--- src/rtl/andla_cdma_rf_pkg.sv ---
// Shared register offsets, status bit positions and FSM states
// for the CDMA register-file slice.
package andla_cdma_rf_pkg;

    localparam logic [7:0] CDMA_RF_SFENCE_OFS   = 8'h00;
    localparam logic [7:0] CDMA_RF_DIR_OFS      = 8'h04;
    localparam logic [7:0] CDMA_RF_ADDR_LSB_OFS = 8'h08;
    localparam logic [7:0] CDMA_RF_ADDR_MSB_OFS = 8'h0C;
    localparam logic [7:0] CDMA_RF_C_OFS        = 8'h10;
    localparam logic [7:0] CDMA_RF_W_OFS        = 8'h14;
    localparam logic [7:0] CDMA_RF_STRIDE_W_OFS = 8'h18;
    localparam logic [7:0] CDMA_RF_STATUS_OFS   = 8'h1C;

    localparam int CDMA_STS_EXCEPT = 0;
    localparam int CDMA_STS_BUSY   = 1;
    localparam int CDMA_STS_WR_ERR = 2;
    localparam int CDMA_STS_DONE   = 3;

    typedef enum logic [1:0] {
        CDMA_IDLE = 2'd0,
        CDMA_KICK = 2'd1,
        CDMA_BUSY = 2'd2
    } cdma_state_e;

endpackage

--- src/rtl/andla_cdma_rf_if.sv ---
// Simple register bus: single-cycle write/read strobes,
// read data returned one cycle later with a valid flag.
interface andla_cdma_rf_if;

    logic        rf_wr_en;
    logic        rf_rd_en;
    logic [7:0]  rf_addr;
    logic [31:0] rf_wdata;
    logic [31:0] rf_rdata;
    logic        rf_rdata_vld;

    modport master (
        output rf_wr_en,
        output rf_rd_en,
        output rf_addr,
        output rf_wdata,
        input  rf_rdata,
        input  rf_rdata_vld
    );

    modport slave (
        input  rf_wr_en,
        input  rf_rd_en,
        input  rf_addr,
        input  rf_wdata,
        output rf_rdata,
        output rf_rdata_vld
    );

endinterface

--- src/rtl/andla_cdma_rf_ctrl.sv ---
// Kick/busy FSM for the CDMA engine plus sticky status bits
// and the level interrupt derived from them.
module andla_cdma_rf_ctrl
    import andla_cdma_rf_pkg::*;
(
    input  logic       clk,
    input  logic       rst_n,
    input  logic       sfence_wr,
    input  logic       sfence_bit,
    input  logic       desc_err,
    input  logic       clr_except,
    input  logic       clr_wr_err,
    input  logic       clr_done,
    input  logic       cdma_done,
    input  logic       except_trigger,
    output logic       kick_go,
    output logic       rf_cdma_sfence,
    output logic       busy,
    output logic [3:0] status,
    output logic       cdma_irq
);

    cdma_state_e state;
    logic        except_stk;
    logic        wr_err_stk;
    logic        done_stk;
    logic        wr_err_set;

    assign busy       = (state != CDMA_IDLE);
    assign kick_go    = sfence_wr && sfence_bit && !busy;
    assign wr_err_set = (sfence_wr && busy) || desc_err;

    always_ff @(posedge clk or negedge rst_n) begin
        if (!rst_n) begin
            state          <= CDMA_IDLE;
            rf_cdma_sfence <= 1'b0;
            except_stk     <= 1'b0;
            wr_err_stk     <= 1'b0;
            done_stk       <= 1'b0;
        end else begin
            rf_cdma_sfence <= 1'b0;
            unique case (state)
                CDMA_IDLE: begin
                    if (kick_go) begin
                        state          <= CDMA_KICK;
                        rf_cdma_sfence <= 1'b1;
                    end
                end
                CDMA_KICK: state <= CDMA_BUSY;
                CDMA_BUSY: begin
                    if (cdma_done || except_trigger)
                        state <= CDMA_IDLE;
                end
                default: state <= CDMA_IDLE;
            endcase
            // a set in the same cycle as a W1C clear wins
            except_stk <= except_trigger
                        || (except_stk && !clr_except);
            wr_err_stk <= wr_err_set
                        || (wr_err_stk && !clr_wr_err);
            done_stk   <= cdma_done
                        || (done_stk && !clr_done);
        end
    end

    always_comb begin
        status                  = '0;
        status[CDMA_STS_EXCEPT] = except_stk;
        status[CDMA_STS_BUSY]   = busy;
        status[CDMA_STS_WR_ERR] = wr_err_stk;
        status[CDMA_STS_DONE]   = done_stk;
    end

    assign cdma_irq = done_stk || except_stk;

endmodule

--- src/rtl/andla_cdma_rf.sv ---
// CDMA register-file slice: decode, descriptor regs, read mux.
// Optional CDMA_RF_SHADOW_EN: descriptor shadows copied on kick.
module andla_cdma_rf
    import andla_cdma_rf_pkg::*;
#(
    parameter int CDMA_DIRECTION_BITWIDTH      = 1,
    parameter int CDMA_EXRAM_ADDR_LSB_BITWIDTH = 32,
    parameter int CDMA_EXRAM_ADDR_MSB_BITWIDTH = 8,
    parameter int CDMA_EXRAM_ADDR_BITWIDTH     = 40,
    parameter int CDMA_EXRAM_C_BITWIDTH        = 16,
    parameter int CDMA_EXRAM_W_BITWIDTH        = 16,
    parameter int CDMA_EXRAM_STRIDE_W_BITWIDTH = 32
) (
    input  logic clk,
    input  logic rst_n,
    andla_cdma_rf_if.slave rf,
    output logic rf_cdma_sfence,
    output logic [CDMA_DIRECTION_BITWIDTH-1:0]      rf_cdma_direction,
    output logic [CDMA_EXRAM_ADDR_BITWIDTH-1:0]     rf_cdma_exram_addr,
    output logic [CDMA_EXRAM_C_BITWIDTH-1:0]        rf_cdma_exram_c,
    output logic [CDMA_EXRAM_W_BITWIDTH-1:0]        rf_cdma_exram_w,
    output logic [CDMA_EXRAM_STRIDE_W_BITWIDTH-1:0] rf_cdma_exram_stride_w,
    input  logic cdma_done,
    input  logic rf_cdma_except_trigger,
    output logic cdma_irq
);

    localparam int DW = CDMA_DIRECTION_BITWIDTH;
    localparam int LW = CDMA_EXRAM_ADDR_LSB_BITWIDTH;
    localparam int MW = CDMA_EXRAM_ADDR_MSB_BITWIDTH;
    localparam int AW = CDMA_EXRAM_ADDR_BITWIDTH;
    localparam int CW = CDMA_EXRAM_C_BITWIDTH;
    localparam int WW = CDMA_EXRAM_W_BITWIDTH;
    localparam int SW = CDMA_EXRAM_STRIDE_W_BITWIDTH;

    logic          wr_sfence;
    logic          wr_dir;
    logic          wr_lsb;
    logic          wr_msb;
    logic          wr_c;
    logic          wr_w;
    logic          wr_sw;
    logic          wr_status;
    logic          desc_ok;
    logic          desc_err;
    logic          kick_go;
    logic          busy;
    logic [3:0]    status;
    logic [31:0]   rd_mux;

    logic [DW-1:0] dir_q;
    logic [LW-1:0] lsb_q;
    logic [MW-1:0] msb_q;
    logic [CW-1:0] c_q;
    logic [WW-1:0] w_q;
    logic [SW-1:0] sw_q;

    assign wr_sfence = rf.rf_wr_en && (rf.rf_addr == CDMA_RF_SFENCE_OFS);
    assign wr_dir    = rf.rf_wr_en && (rf.rf_addr == CDMA_RF_DIR_OFS);
    assign wr_lsb    = rf.rf_wr_en && (rf.rf_addr == CDMA_RF_ADDR_LSB_OFS);
    assign wr_msb    = rf.rf_wr_en && (rf.rf_addr == CDMA_RF_ADDR_MSB_OFS);
    assign wr_c      = rf.rf_wr_en && (rf.rf_addr == CDMA_RF_C_OFS);
    assign wr_w      = rf.rf_wr_en && (rf.rf_addr == CDMA_RF_W_OFS);
    assign wr_sw     = rf.rf_wr_en && (rf.rf_addr == CDMA_RF_STRIDE_W_OFS);
    assign wr_status = rf.rf_wr_en && (rf.rf_addr == CDMA_RF_STATUS_OFS);

`ifdef CDMA_RF_SHADOW_EN
    assign desc_ok  = 1'b1;
    assign desc_err = 1'b0;
`else
    logic desc_wr;
    assign desc_wr  = wr_dir || wr_lsb || wr_msb
                   || wr_c || wr_w || wr_sw;
    assign desc_ok  = !busy;
    assign desc_err = desc_wr && busy;
`endif

    // host-visible descriptor copy (shadow when enabled, else live)
    always_ff @(posedge clk or negedge rst_n) begin
        if (!rst_n) begin
            dir_q <= '0;
            lsb_q <= '0;
            msb_q <= '0;
            c_q   <= '0;
            w_q   <= '0;
            sw_q  <= '0;
        end else if (desc_ok) begin
            if (wr_dir) dir_q <= rf.rf_wdata[DW-1:0];
            if (wr_lsb) lsb_q <= rf.rf_wdata[LW-1:0];
            if (wr_msb) msb_q <= rf.rf_wdata[MW-1:0];
            if (wr_c)   c_q   <= rf.rf_wdata[CW-1:0];
            if (wr_w)   w_q   <= rf.rf_wdata[WW-1:0];
            if (wr_sw)  sw_q  <= rf.rf_wdata[SW-1:0];
        end
    end

`ifdef CDMA_RF_SHADOW_EN
    logic [DW-1:0] live_dir;
    logic [LW-1:0] live_lsb;
    logic [MW-1:0] live_msb;
    logic [CW-1:0] live_c;
    logic [WW-1:0] live_w;
    logic [SW-1:0] live_sw;

    // copy lands with the sfence pulse so the engine sees it at once
    always_ff @(posedge clk or negedge rst_n) begin
        if (!rst_n) begin
            live_dir <= '0;
            live_lsb <= '0;
            live_msb <= '0;
            live_c   <= '0;
            live_w   <= '0;
            live_sw  <= '0;
        end else if (kick_go) begin
            live_dir <= dir_q;
            live_lsb <= lsb_q;
            live_msb <= msb_q;
            live_c   <= c_q;
            live_w   <= w_q;
            live_sw  <= sw_q;
        end
    end

    assign rf_cdma_direction      = live_dir;
    assign rf_cdma_exram_addr     = AW'({live_msb, live_lsb});
    assign rf_cdma_exram_c        = live_c;
    assign rf_cdma_exram_w        = live_w;
    assign rf_cdma_exram_stride_w = live_sw;
`else
    assign rf_cdma_direction      = dir_q;
    assign rf_cdma_exram_addr     = AW'({msb_q, lsb_q});
    assign rf_cdma_exram_c        = c_q;
    assign rf_cdma_exram_w        = w_q;
    assign rf_cdma_exram_stride_w = sw_q;
`endif

    andla_cdma_rf_ctrl u_ctrl (
        .clk            (clk),
        .rst_n          (rst_n),
        .sfence_wr      (wr_sfence),
        .sfence_bit     (rf.rf_wdata[0]),
        .desc_err       (desc_err),
        .clr_except     (wr_status && rf.rf_wdata[CDMA_STS_EXCEPT]),
        .clr_wr_err     (wr_status && rf.rf_wdata[CDMA_STS_WR_ERR]),
        .clr_done       (wr_status && rf.rf_wdata[CDMA_STS_DONE]),
        .cdma_done      (cdma_done),
        .except_trigger (rf_cdma_except_trigger),
        .kick_go        (kick_go),
        .rf_cdma_sfence (rf_cdma_sfence),
        .busy           (busy),
        .status         (status),
        .cdma_irq       (cdma_irq)
    );

    always_comb begin
        rd_mux = '0;
        unique case (rf.rf_addr)
            CDMA_RF_SFENCE_OFS:   rd_mux = {31'b0, busy};
            CDMA_RF_DIR_OFS:      rd_mux = 32'(dir_q);
            CDMA_RF_ADDR_LSB_OFS: rd_mux = 32'(lsb_q);
            CDMA_RF_ADDR_MSB_OFS: rd_mux = 32'(msb_q);
            CDMA_RF_C_OFS:        rd_mux = 32'(c_q);
            CDMA_RF_W_OFS:        rd_mux = 32'(w_q);
            CDMA_RF_STRIDE_W_OFS: rd_mux = 32'(sw_q);
            CDMA_RF_STATUS_OFS:   rd_mux = {28'b0, status};
            default:              rd_mux = '0;
        endcase
    end

    always_ff @(posedge clk or negedge rst_n) begin
        if (!rst_n) begin
            rf.rf_rdata     <= '0;
            rf.rf_rdata_vld <= 1'b0;
        end else begin
            rf.rf_rdata_vld <= rf.rf_rd_en;
            if (rf.rf_rd_en)
                rf.rf_rdata <= rd_mux;
        end
    end

endmodule

--- src/flat_wrapper.sv ---
// flat-port wrapper written by rule: the top's interface ports become plain ports
module andla_cdma_rf_flat import andla_cdma_rf_pkg::*;
#(
    parameter int CDMA_DIRECTION_BITWIDTH      = 1,
    parameter int CDMA_EXRAM_ADDR_LSB_BITWIDTH = 32,
    parameter int CDMA_EXRAM_ADDR_MSB_BITWIDTH = 8,
    parameter int CDMA_EXRAM_ADDR_BITWIDTH     = 40,
    parameter int CDMA_EXRAM_C_BITWIDTH        = 16,
    parameter int CDMA_EXRAM_W_BITWIDTH        = 16,
    parameter int CDMA_EXRAM_STRIDE_W_BITWIDTH = 32
)
  (clk, rst_n, rf_cdma_sfence, rf_cdma_direction, rf_cdma_exram_addr, rf_cdma_exram_c, rf_cdma_exram_w, rf_cdma_exram_stride_w, cdma_done, rf_cdma_except_trigger, cdma_irq, rf_rf_wr_en, rf_rf_rd_en, rf_rf_addr, rf_rf_wdata, rf_rf_rdata, rf_rf_rdata_vld);
  andla_cdma_rf_if rf_i ();
  input  logic clk;
  input  logic rst_n;
  output logic rf_cdma_sfence;
  output logic [CDMA_DIRECTION_BITWIDTH-1:0] rf_cdma_direction;
  output logic [CDMA_EXRAM_ADDR_BITWIDTH-1:0] rf_cdma_exram_addr;
  output logic [CDMA_EXRAM_C_BITWIDTH-1:0] rf_cdma_exram_c;
  output logic [CDMA_EXRAM_W_BITWIDTH-1:0] rf_cdma_exram_w;
  output logic [CDMA_EXRAM_STRIDE_W_BITWIDTH-1:0] rf_cdma_exram_stride_w;
  input  logic cdma_done;
  input  logic rf_cdma_except_trigger;
  output logic cdma_irq;
  input wire logic [$bits(rf_i.rf_wr_en)-1:0] rf_rf_wr_en;
  input wire logic [$bits(rf_i.rf_rd_en)-1:0] rf_rf_rd_en;
  input wire logic [$bits(rf_i.rf_addr)-1:0] rf_rf_addr;
  input wire logic [$bits(rf_i.rf_wdata)-1:0] rf_rf_wdata;
  output wire logic [$bits(rf_i.rf_rdata)-1:0] rf_rf_rdata;
  output wire logic [$bits(rf_i.rf_rdata_vld)-1:0] rf_rf_rdata_vld;
  assign rf_i.rf_wr_en = rf_rf_wr_en;
  assign rf_i.rf_rd_en = rf_rf_rd_en;
  assign rf_i.rf_addr = rf_rf_addr;
  assign rf_i.rf_wdata = rf_rf_wdata;
  assign rf_rf_rdata = rf_i.rf_rdata;
  assign rf_rf_rdata_vld = rf_i.rf_rdata_vld;
  andla_cdma_rf #(.CDMA_DIRECTION_BITWIDTH(CDMA_DIRECTION_BITWIDTH), .CDMA_EXRAM_ADDR_LSB_BITWIDTH(CDMA_EXRAM_ADDR_LSB_BITWIDTH), .CDMA_EXRAM_ADDR_MSB_BITWIDTH(CDMA_EXRAM_ADDR_MSB_BITWIDTH), .CDMA_EXRAM_ADDR_BITWIDTH(CDMA_EXRAM_ADDR_BITWIDTH), .CDMA_EXRAM_C_BITWIDTH(CDMA_EXRAM_C_BITWIDTH), .CDMA_EXRAM_W_BITWIDTH(CDMA_EXRAM_W_BITWIDTH), .CDMA_EXRAM_STRIDE_W_BITWIDTH(CDMA_EXRAM_STRIDE_W_BITWIDTH)) u_core (.clk(clk), .rst_n(rst_n), .rf(rf_i), .rf_cdma_sfence(rf_cdma_sfence), .rf_cdma_direction(rf_cdma_direction), .rf_cdma_exram_addr(rf_cdma_exram_addr), .rf_cdma_exram_c(rf_cdma_exram_c), .rf_cdma_exram_w(rf_cdma_exram_w), .rf_cdma_exram_stride_w(rf_cdma_exram_stride_w), .cdma_done(cdma_done), .rf_cdma_except_trigger(rf_cdma_except_trigger), .cdma_irq(cdma_irq));
endmodule
--- config.mk ---
export PLATFORM = sky130hd
export DESIGN_NAME = andla_cdma_rf_flat
export DESIGN_NICKNAME = d
export VERILOG_FILES = /design/src/rtl/andla_cdma_rf_pkg.sv /design/src/rtl/andla_cdma_rf_if.sv /design/src/rtl/andla_cdma_rf_ctrl.sv /design/src/rtl/andla_cdma_rf.sv /design/src/flat_wrapper.sv
export SDC_FILE = /design/constraint.sdc
export NUM_CORES = 1
export LEC_CHECK = 0
export ABC_AREA = 1
export BUFFER_PORTS_ARGS = -buffer_cell sky130_fd_sc_hd__buf_4
export CORE_ASPECT_RATIO = 1.5
export CORE_MARGIN = 2
export CORE_UTILIZATION = 52
export CTS_BUF_LIST = sky130_fd_sc_hd__clkbuf_16
export CTS_CLUSTER_SIZE = 30
export DETAILED_ROUTE_END_ITERATION = 8
export PLACE_DENSITY = 0.77
export SLEW_MARGIN = 15
export SYNTH_ARGS = -nofsm -noshare
export SYNTH_HDL_FRONTEND = slang
export SYNTH_SLANG_ARGS = --single-unit
--- constraint.sdc ---
create_clock -name clk -period 1.7 [get_ports clk]
set_input_delay 0.085 -clock clk [delete_from_list [all_inputs] [get_ports clk]]
set_output_delay 0.085 -clock clk [all_outputs]
set_load 0.05 [all_outputs]
=== Word-level counts from Yosys, hierarchy flattened ===
Index checks and enable logic that the tools add are counted.

* Bits in registers: 144
* Bits in latches: 0
* Memory bits (writable): 0
* Memory bits (read-only): 0
* Output and inout port bits: 140
* Word-level logic and storage cells: 74
* Memories: 0

* Add/sub/neg operators: 0
* Multipliers: 0
* Div/mod/pow operators: 0
* Order comparisons: 0
* Equality and inequality tests: 11
* Shift-type cells: 0
* Mux-type cells: 6
* Bitwise logic cells: 1
* Reduce and logical (&&, ||, !) cells: 43

{| class="wikitable"
|+ Operators with widths
! operator !! count
|-
| 32-bit case mux with 8 select lines || 1
|-
| 8-bit by 5-bit equality test with 1-bit output, second input constant || 4
|-
| 1-bit logical AND || 18
|-
| 8-bit by 4-bit equality test with 1-bit output, second input constant || 2
|-
| 2-bit AND reduction || 7
|-
| 1-bit logical OR || 11
|-
| 8-bit by 3-bit equality test with 1-bit output, second input constant || 1
|-
| 8-bit zero test || 1
|-
| 2-bit case mux with 3 select lines || 1
|-
| 1-bit zero test || 4
|-
| 2-bit 2-to-1 mux || 2
|-
| 2-bit by 1-bit equality test with 1-bit output, second input constant || 1
|-
| 2-bit equality test, second input constant || 1
|-
| 2-bit zero test || 1
|-
| 1-bit 2-to-1 mux || 2
|-
| 2-bit by 1-bit != test with 1-bit output, second input constant || 1
|-
| 2-bit != test, second input constant || 1
|-
| 2-bit nonzero test || 1
|-
| 1-bit NOT || 1
|}

=== Longest topological paths before layout ===
Gate-level depths: netlist of run 1.

* Depth in word-level cells: 10
* Gate-level depth with buffers: 11
* Mapped depth without buffers: 9

=== Cells and area by module ===
From an unflattened synthesis of run 1, not the netlist that was laid out.

* Cells, all modules: 776
* Area total of the unflattened synthesis: 6548.8 um^2

{| class="wikitable"
|+ By module, submodules not included
! module !! times used !! cells an instance !! area each (um^2) !! sequential area each (um^2)
|-
| andla_cdma_rf || 1 || 746 || 6272.3 || 3453.3
|-
| andla_cdma_rf_ctrl || 1 || 30 || 276.5 || 150.1
|}

=== Least setup slack after synthesis of run 1 ===
Ideal clock, no wire load.

* Path type: register -> register
* From: register u_core.u_ctrl.state[1]
* To: register u_core.lsb_q[23]
* Setup time: 0.120 ns
* Arrival: 1.263 ns
* Required time: 1.580 ns
* Path slack: 0.317 ns
* Stages on the path, launching flop included: 8
* Buffers on the path: 2
* Cells stage by stage: dfrtp_1 -> or2_1 -> buf_6 -> clkinv_8 -> nand4_4 -> buf_6 -> nand2_1 -> o21ai_2

* Word-level cells in the longest chain between the ends: 3

{| class="wikitable"
|+ Ends and longest elaborated chain
! what !! RTL line !! source
|-
| start, declared || andla_cdma_rf_ctrl.sv:23 || <nowiki>cdma_state_e state;</nowiki>
|-
| start signal, assigned || andla_cdma_rf_ctrl.sv:35 || <nowiki>state <= CDMA_IDLE;</nowiki>
|-
| start signal, assigned || andla_cdma_rf_ctrl.sv:45 || <nowiki>state <= CDMA_KICK;</nowiki>
|-
| start signal, assigned || andla_cdma_rf_ctrl.sv:49 || <nowiki>CDMA_KICK: state <= CDMA_BUSY;</nowiki>
|-
| 2-bit nonzero test || andla_cdma_rf_ctrl.sv:29 || <nowiki>assign busy = (state != CDMA_IDLE);</nowiki>
|-
| 1-bit NOT (no line) || -- ||
|-
| 2-bit AND reduction (no line) || -- ||
|-
| end signal, assigned || andla_cdma_rf.sv:89 || <nowiki>if (wr_lsb) lsb_q <= rf.rf_wdata[LW-1:0];</nowiki>
|-
| end, declared || andla_cdma_rf.sv:52 || <nowiki>logic [LW-1:0] lsb_q;</nowiki>
|}

Every way passes these cells.
A chain may end at the register's enable or synchronous reset.

=== Final worst setup path of run 1 ===
* From: register u_core.u_ctrl.state[1]
* To: register u_core.msb_q[1]

* Word-level cells in the longest chain between the ends: 3

{| class="wikitable"
|+ Ends and longest elaborated chain
! what !! RTL line !! source
|-
| 2-bit nonzero test || andla_cdma_rf_ctrl.sv:29 ||
|-
| 1-bit NOT (no line) || -- ||
|-
| 2-bit AND reduction (no line) || -- ||
|-
| end signal, assigned || andla_cdma_rf.sv:90 || <nowiki>if (wr_msb) msb_q <= rf.rf_wdata[MW-1:0];</nowiki>
|-
| end, declared || andla_cdma_rf.sv:53 || <nowiki>logic [MW-1:0] msb_q;</nowiki>
|}

Every way passes these cells.

==> results of run 1 <==
[worst paths after layout]
path / cells past startpoint / endpoint
max: 5 / u_core.msb_q[1]
min: 3 / u_core.rf_cdma_exram_c[1]
max reg2reg: 5 / u_core.msb_q[1]
min reg2reg: 1 / u_core.u_ctrl.state[1]
max in group asynchronous: 3 / u_core.rf_cdma_exram_w[6]
min in group asynchronous: 2 / u_core.rf.rf_rdata[29]
[critical path, delay by kind of cell, from the launching register on]
kind                   cells  cell delay, ns
AND/OR/NAND/NOR            3            0.84
flip-flops                 1            0.37
buffers and inverters      1            0.12
AO/OA/AOI/OAI              1            0.09
[power breakdown]
group | internal [mW] | leakage (nW) | switching (mW)
Sequential | 3.54 | 1.98 | 0.108
Clock | 2.03 | 0.264 | 1.52
Combinational | 0.355 | 2.58 | 0.781
[flip-flops by register name (all words and copies together), names as in the netlist]
name	flops
u_core.rf_cdma_exram_c	16
u_core.rf_cdma_exram_stride_w	32
u_core.u_ctrl.rf_cdma_sfence	1
u_core.msb_q	8
u_core.rf_cdma_direction	1
u_core.u_ctrl.done_stk	1
u_core.rf_cdma_exram_w	16
u_core.lsb_q	32
u_core.rf.rf_rdata	32
u_core.rf.rf_rdata_vld	1
u_core.u_ctrl.except_stk	1
u_core.u_ctrl.state	2
u_core.u_ctrl.wr_err_stk	1
[Yosys cell counts]
cell	count	area share [%]
o21ai_1	67	5.0
or2_2	1	0.094
clkinv_8	1	0.24
a21oi_1	1	0.075
nor2_4	4	0.67
nor2_8	1	0.30
nand3_4	1	0.26
inv_1	45	2.5
or2_1	1	0.094
nand2_2	5	0.47
nor2_1	11	0.62
o21ai_2	41	5.4
nand4_4	1	0.32
buf_4	5	0.56
o21ai_0	4	0.30
clkbuf_1	4	0.22
inv_2	2	0.11
nand3_1	82	6.1
nor3_1	2	0.15
buf_2	17	1.3
nand4_1	9	0.84
dfrtp_1	144	54
nand2_1	290	16
buf_6	18	3.0
nand3_2	3	0.45
nand2_4	1	0.17
nor2_2	4	0.37
[routing by layer]
| layer | wire, um | GRT usage [%] |
|---|---|---|
| met5 | 0 | 0 |
| met4 | 744 | 15.3 |
| met3 | 1240 | 4.59 |
| met2 | 10200 | 50.3 |
| met1 | 7260 | 35.2 |
[cell type report]
| cell class | instances | area [sq um] |
|---|---|---|
| Clock buffer | 17 | 425 |
| Clock inverter | 15 | 135 |
| Fill cell | 960 | 3500 |
| Inverter | 48 | 193 |
| Multi-Input combinational cell | 529 | 2540 |
| Sequential cell | 144 | 3600 |
| Tap cell | 156 | 195 |
| Timing Repair Buffer | 238 | 1920 |
[cell families (layout without fill, tap and decap cells)]
kind of cell           Yosys count  count (layout)
buffers and inverters           92             318
DFF                            144             144
AOI/OAI and AO/OA              113             113
and+or+nand+nor                416             416
[what timing repair did]
item	4_1_cts	5_1_grt
hold buffers	27	0
endpoints found under the hold margin	180	0
endpoints found under the setup margin	0	0
[metrics by stage]
stage / setup WS, ns / utilization [%] / power [mW] / area, sq um / std cells
2_1_floorplan: 0.317 / - / 4.34 / 6680 / 765
3_3_place_gp: 0.247 / 65.4 / 4.78 / 8180 / 1088
3_5_place_dp: 0.160 / 65.4 / 4.80 / 8180 / 1088
4_1_cts: 0.143 / 72.0 / 8.36 / 9010 / 1147
5_1_grt: 0.0452 / 72.0 / 8.61 / 9010 / 1147
6_report: 0.151 / 72.0 / 8.33 / 9010 / 1147
==> results.yml, run 1 <==
outcome:
  status: "complete, no violations"
timing:
  finalHoldViolations: 0
  rsz0062_at_grt: "false"
  fin_hold_ws_ns: 0.000341
  fin_crit_sh_pct: 91.1
  slew_viol_final: 0
  timing.slew.headroom_pct: 66.2
  tightest_slew_ns: 0.506
  max_freq_ghz: 0.646
  setup_viol: 0
  skew_ns: 0.0130
  fin_tns_setup_ns: 0
  min_period_ns: 1.55
detailed_routing:
  wire_per_inst_um: 17.0
  drt_iter0_drc: 297
  drc: 0
  vias_per_cell: 5.49
  drtAntennaViolNets: 0
  dr_total_vias: 6299
  routed_wl_um: 19500
  first_pass_iters: 5
final_layout:
  layout_commonest_cell: "nand2_1"
  diodes: 0
  final_nets: 1024
  area_growth_pct: 35.0
  final_cell_mix: "290 x nand2_1, 205 x buf_4, 144 x dfrtp_1, 82 x nand3_1, 67 x o21ai_1"
  final_layout_size_suffix_gt1_share_pct: 31.0
grt:
  grt_use_total_pct: 29.4
  grt_pass1_wl_um: 31000
  first_global_vias: 6111
  antenna_found_initial: 0
  grt_start_max_net_pins: 60
  grt-ovfl-total: 0
clock_tree:
  cts_resized: 0
  post-cts-setup-buffers: 0
  cts_buffers: 17
  clock_sinks: 144
  clk_latency_ns: 0.42
  cts_root_buffer: "clkbuf_16"
  cts_buffer_depth: 2
  path_clk_slew_ns: 0.06
  cts_max_level: 4
  cts_tree: "built"
synthesis:
  syn_inst: 765
  synth_top_family_by_area: "simple AND/OR/NAND/NOR gates"
  synthSimpleGateAreaFrac_pct: 27.3
  yosysUniqueCellTypes: 27
  synth_seq_cells: 144
  yosysSeqAreaShare_pct: 54.0
  synth_nets: 811
  yosys-mux-area-fraction_pct: 0
  syn_area_sq_um: 6680
  synth_adder_area_share_pct: 0
  synth_xor_area_share_pct: 0
  syn_area_per_cell_sq_um: 8.73
  synth_compound_area_share_pct: 10.8
  synth_warnings: 0
die:
  row_count: 50
  die_height_um: 143
  io_pins: 186
  die_width_um: 96.5
  floorplan.initialDensity_pct: 53.4
  coreArea_sq_um: 12500
  dieArea_sq_um: 13800
power:
  pwr_density_cell_nw_per_um2: 925
  ir_drop_uv: 759
  p_leak_nw: 4.82
setup_path:
  cp-start-kind: "flip-flop"
  r2r_setup_slack_ns: 0.15
  cpPeakStageDelay_ns: 0.37
  crit_chain: "or2_1, clkinv_8, nand3_2, nand2_1, o21ai_1"
  worstPathRequired_ns: 1.99
  critPathKind: "flip-flop to flip-flop"
  worst_setup_path_end_kind: "flip-flop"
  critPathLaunch: "u_core.u_ctrl.state[1]"
  r2r-start: "u_core.u_ctrl.state[1]"
  critPathMaxFanout: 16
  crit_path_top_delay_cell: "dfrtp_1"
  cp.arrival_ns: 1.84
hold_path:
  hp-start: "rf_rf_wdata[1]"
  hold_path_class: "primary input to flip-flop"
placement:
  io_buffers: 185
  dpl.hpwl_um: 12800
  place.gp.congestion: 0.791
run:
  drv_cap: 0
No activity file was read; power rests on OpenSTA's default activity.
==> run 2, diff against run 1 <==
--- a/config.mk
+++ b/config.mk
@@ -7,8 +7,8 @@
 export LEC_CHECK = 0
 export ABC_AREA = 1
 export BUFFER_PORTS_ARGS = -buffer_cell sky130_fd_sc_hd__buf_4
-export CORE_ASPECT_RATIO = 1.5
-export CORE_MARGIN = 2
+export CORE_ASPECT_RATIO = 0.8
+export CORE_MARGIN = 1.5
 export CORE_UTILIZATION = 52
 export CTS_BUF_LIST = sky130_fd_sc_hd__clkbuf_16
 export CTS_CLUSTER_SIZE = 30
==> run 2 against run 1 <==
Compared with the run above: hold slack improved by 0.019 ns; critical path depth rose by 1; sequential share of layout area fell by 0.70 points; count of clock-buffer cells in the layout did not move; non-clock buffer count rose by 2; worst setup slack improved by 0.014 ns; via count fell by 1.6%; largest cell class unchanged.
==> results.yml, run 2 (synthesis results as in run 1) <==
outcome:
  status: "complete, no violations"
power:
  combPwrFrac_pct: 12.9
  power.share.sequential_pct: 41.1
  ir_drop_uv: 674
  power.switching_mw: 2.38
  p_int_mw: 6.51
  p_clk_share_pct: 45.9
  p_leak_nw: 4.88
  switching_share_pct: 26.8
  pwr_density_cell_nw_per_um2: 969
clock_tree:
  clock_sinks: 144
  post-cts-setup-buffers: 0
  cts_max_level: 4
  clk_latency_ns: 0.42
  postCtsHoldBufs: 32
  cts_tree: "built"
  cts_resized: 0
  cts_root_buffer: "clkbuf_16"
  path_clk_slew_ns: 0.06
  cts_buffers: 17
  cts_buffer_depth: 2
timing:
  finalHoldViolations: 0
  fin_hold_ws_ns: 0.0194
  fin_tns_setup_ns: 0
  timing.slew.headroom_pct: 72.2
  rsz0062_at_grt: "false"
  setup_viol: 0
  fin_crit_sh_pct: 90.3
  skew_ns: 0.00704
  min_period_ns: 1.54
  max_freq_ghz: 0.651
  slew_viol_final: 0
  tightest_slew_ns: 0.416
grt:
  grt_pass1_wl_um: 31100
  grt_start_max_net_pins: 51
  antenna_found_initial: 0
  grt-ovfl-total: 0
  first_global_vias: 5913
  grt_use_total_pct: 29.9
setup_path:
  crit_path_top_delay_cell: "dfrtp_1"
  critPathKind: "flip-flop to flip-flop"
  crit_family: "simple AND/OR/NAND/NOR gates"
  crit_chain: "or2_1, clkinv_8, nand4_4, buf_12, nand2_1, o21ai_2"
  cp.arrival_ns: 1.83
  cp-start-kind: "flip-flop"
  worst_setup_path_end_kind: "flip-flop"
  crit_buf_inv: 2
  critPathMaxFanout: 50
  cpPeakStageDelay_ns: 0.38
  worstPathRequired_ns: 2.00
detailed_routing:
  drtAntennaViolNets: 0
  first_pass_iters: 5
  wire_per_inst_um: 16.9
  drt_iter0_drc: 433
  drc: 0
  vias_per_cell: 5.34
  routed_wl_um: 19700
  dr_total_vias: 6201
placement:
  dpl.hpwl_um: 12800
  place.gp.congestion: 0.836
  io_buffers: 185
die:
  die_width_um: 130
  io_pins: 186
  coreArea_sq_um: 12300
  dieArea_sq_um: 13500
  floorplan.initialDensity_pct: 54.1
  die_height_um: 104
  row_count: 36
final_layout:
  diodes: 0
  final_nets: 1026
  final_layout_size_suffix_gt1_share_pct: 30.6
  num-fill-cells: 920
  final_cell_mix: "290 x nand2_1, 199 x buf_4, 144 x dfrtp_1, 82 x nand3_1, 67 x o21ai_1"
  multiInputGateArea_sq_um: 2540
  layout_commonest_cell: "nand2_1"
  seqCellArea_sq_um: 3600
  area_growth_pct: 37.4
hold_path:
  hold_path_class: "primary input to flip-flop"
run:
  drv_cap: 0
-- run 2: changes by cell type in the layout (fill, tap and decap cells not counted) --
cell | before | now
bufinv_16 | 1 | 5
inv_6 | 5 | 3
clkinv_2 | 2 | 1
clkinv_4 | 2 | 0
buf_12 | 5 | 8
dlygate4sd3_1 | 27 | 32
clkinv_1 | 1 | 0
buf_4 | 205 | 199
-- run 2: worst paths after layout --
check	start	slack, ns	to	cells after the start
min in group asynchronous	rst_n	0.16	u_core.rf_cdma_exram_stride_w[30]	2
worst min register to register	u_core.u_ctrl.state[1]	0.46	u_core.u_ctrl.state[1]	1
max in group asynchronous	rst_n	0.93	u_core.rf.rf_rdata[22]	3
worst min-delay path	rf_rf_wdata[7]	0.02	u_core.lsb_q[7]	3
worst max-delay path	u_core.u_ctrl.state[1]	0.16	u_core.lsb_q[10]	6
worst max register to register	u_core.u_ctrl.state[1]	0.16	u_core.lsb_q[10]	6
-- run 2: tightest hold or removal path: stages --
cell,delay [ns]
buf_4,0.08
inv_1,0.10
o21ai_2,0.14
-- run 2: power groups by stage --
| stage | Clock, mW | Combinational, mW | Sequential (mW) |
|---|---|---|---|
| floorplan | 0 | 0.260 | 4.08 |
| global placement | 0 | 1.08 | 3.71 |
| detailed placement | 0 | 1.09 | 3.71 |
| CTS | 4.10 | 1.15 | 3.65 |
| global route | 4.28 | 1.22 | 3.66 |
| finish | 4.08 | 1.15 | 3.66 |
-- run 2: metal layers --
metal	vias to the layer above	wire, um	GRT usage (%)
met4	0	207	7.94
met1	2965	8200	41.6
met3	22	1710	6.38
met5	-	0	0
met2	308	9560	47.5
li1	2906	-	-
-- run 2: metrics by stage --
stage                     worst slack (ns)  std cells  area [sq um]  power [mW]  util, %
after global placement               0.237       1100          8220        4.78     66.6
after floorplan                      0.317        765          6680        4.34        -
after global routing                0.0988       1162          9170        9.16     74.3
after detailed placement             0.185       1100          8220        4.80     66.6
after CTS                            0.178       1162          9170        8.90     74.3
final                                0.165       1162          9170        8.88     74.3
-- run 2: layout make-up --
type,instances,area share [%]
timing repair buffer,240,21.6
clock buffer,17,4.64
tap,171,2.33
clock inverter,13,2.31
inverter,48,2.10
sequential,144,39.3
multi-input combinational,529,27.7
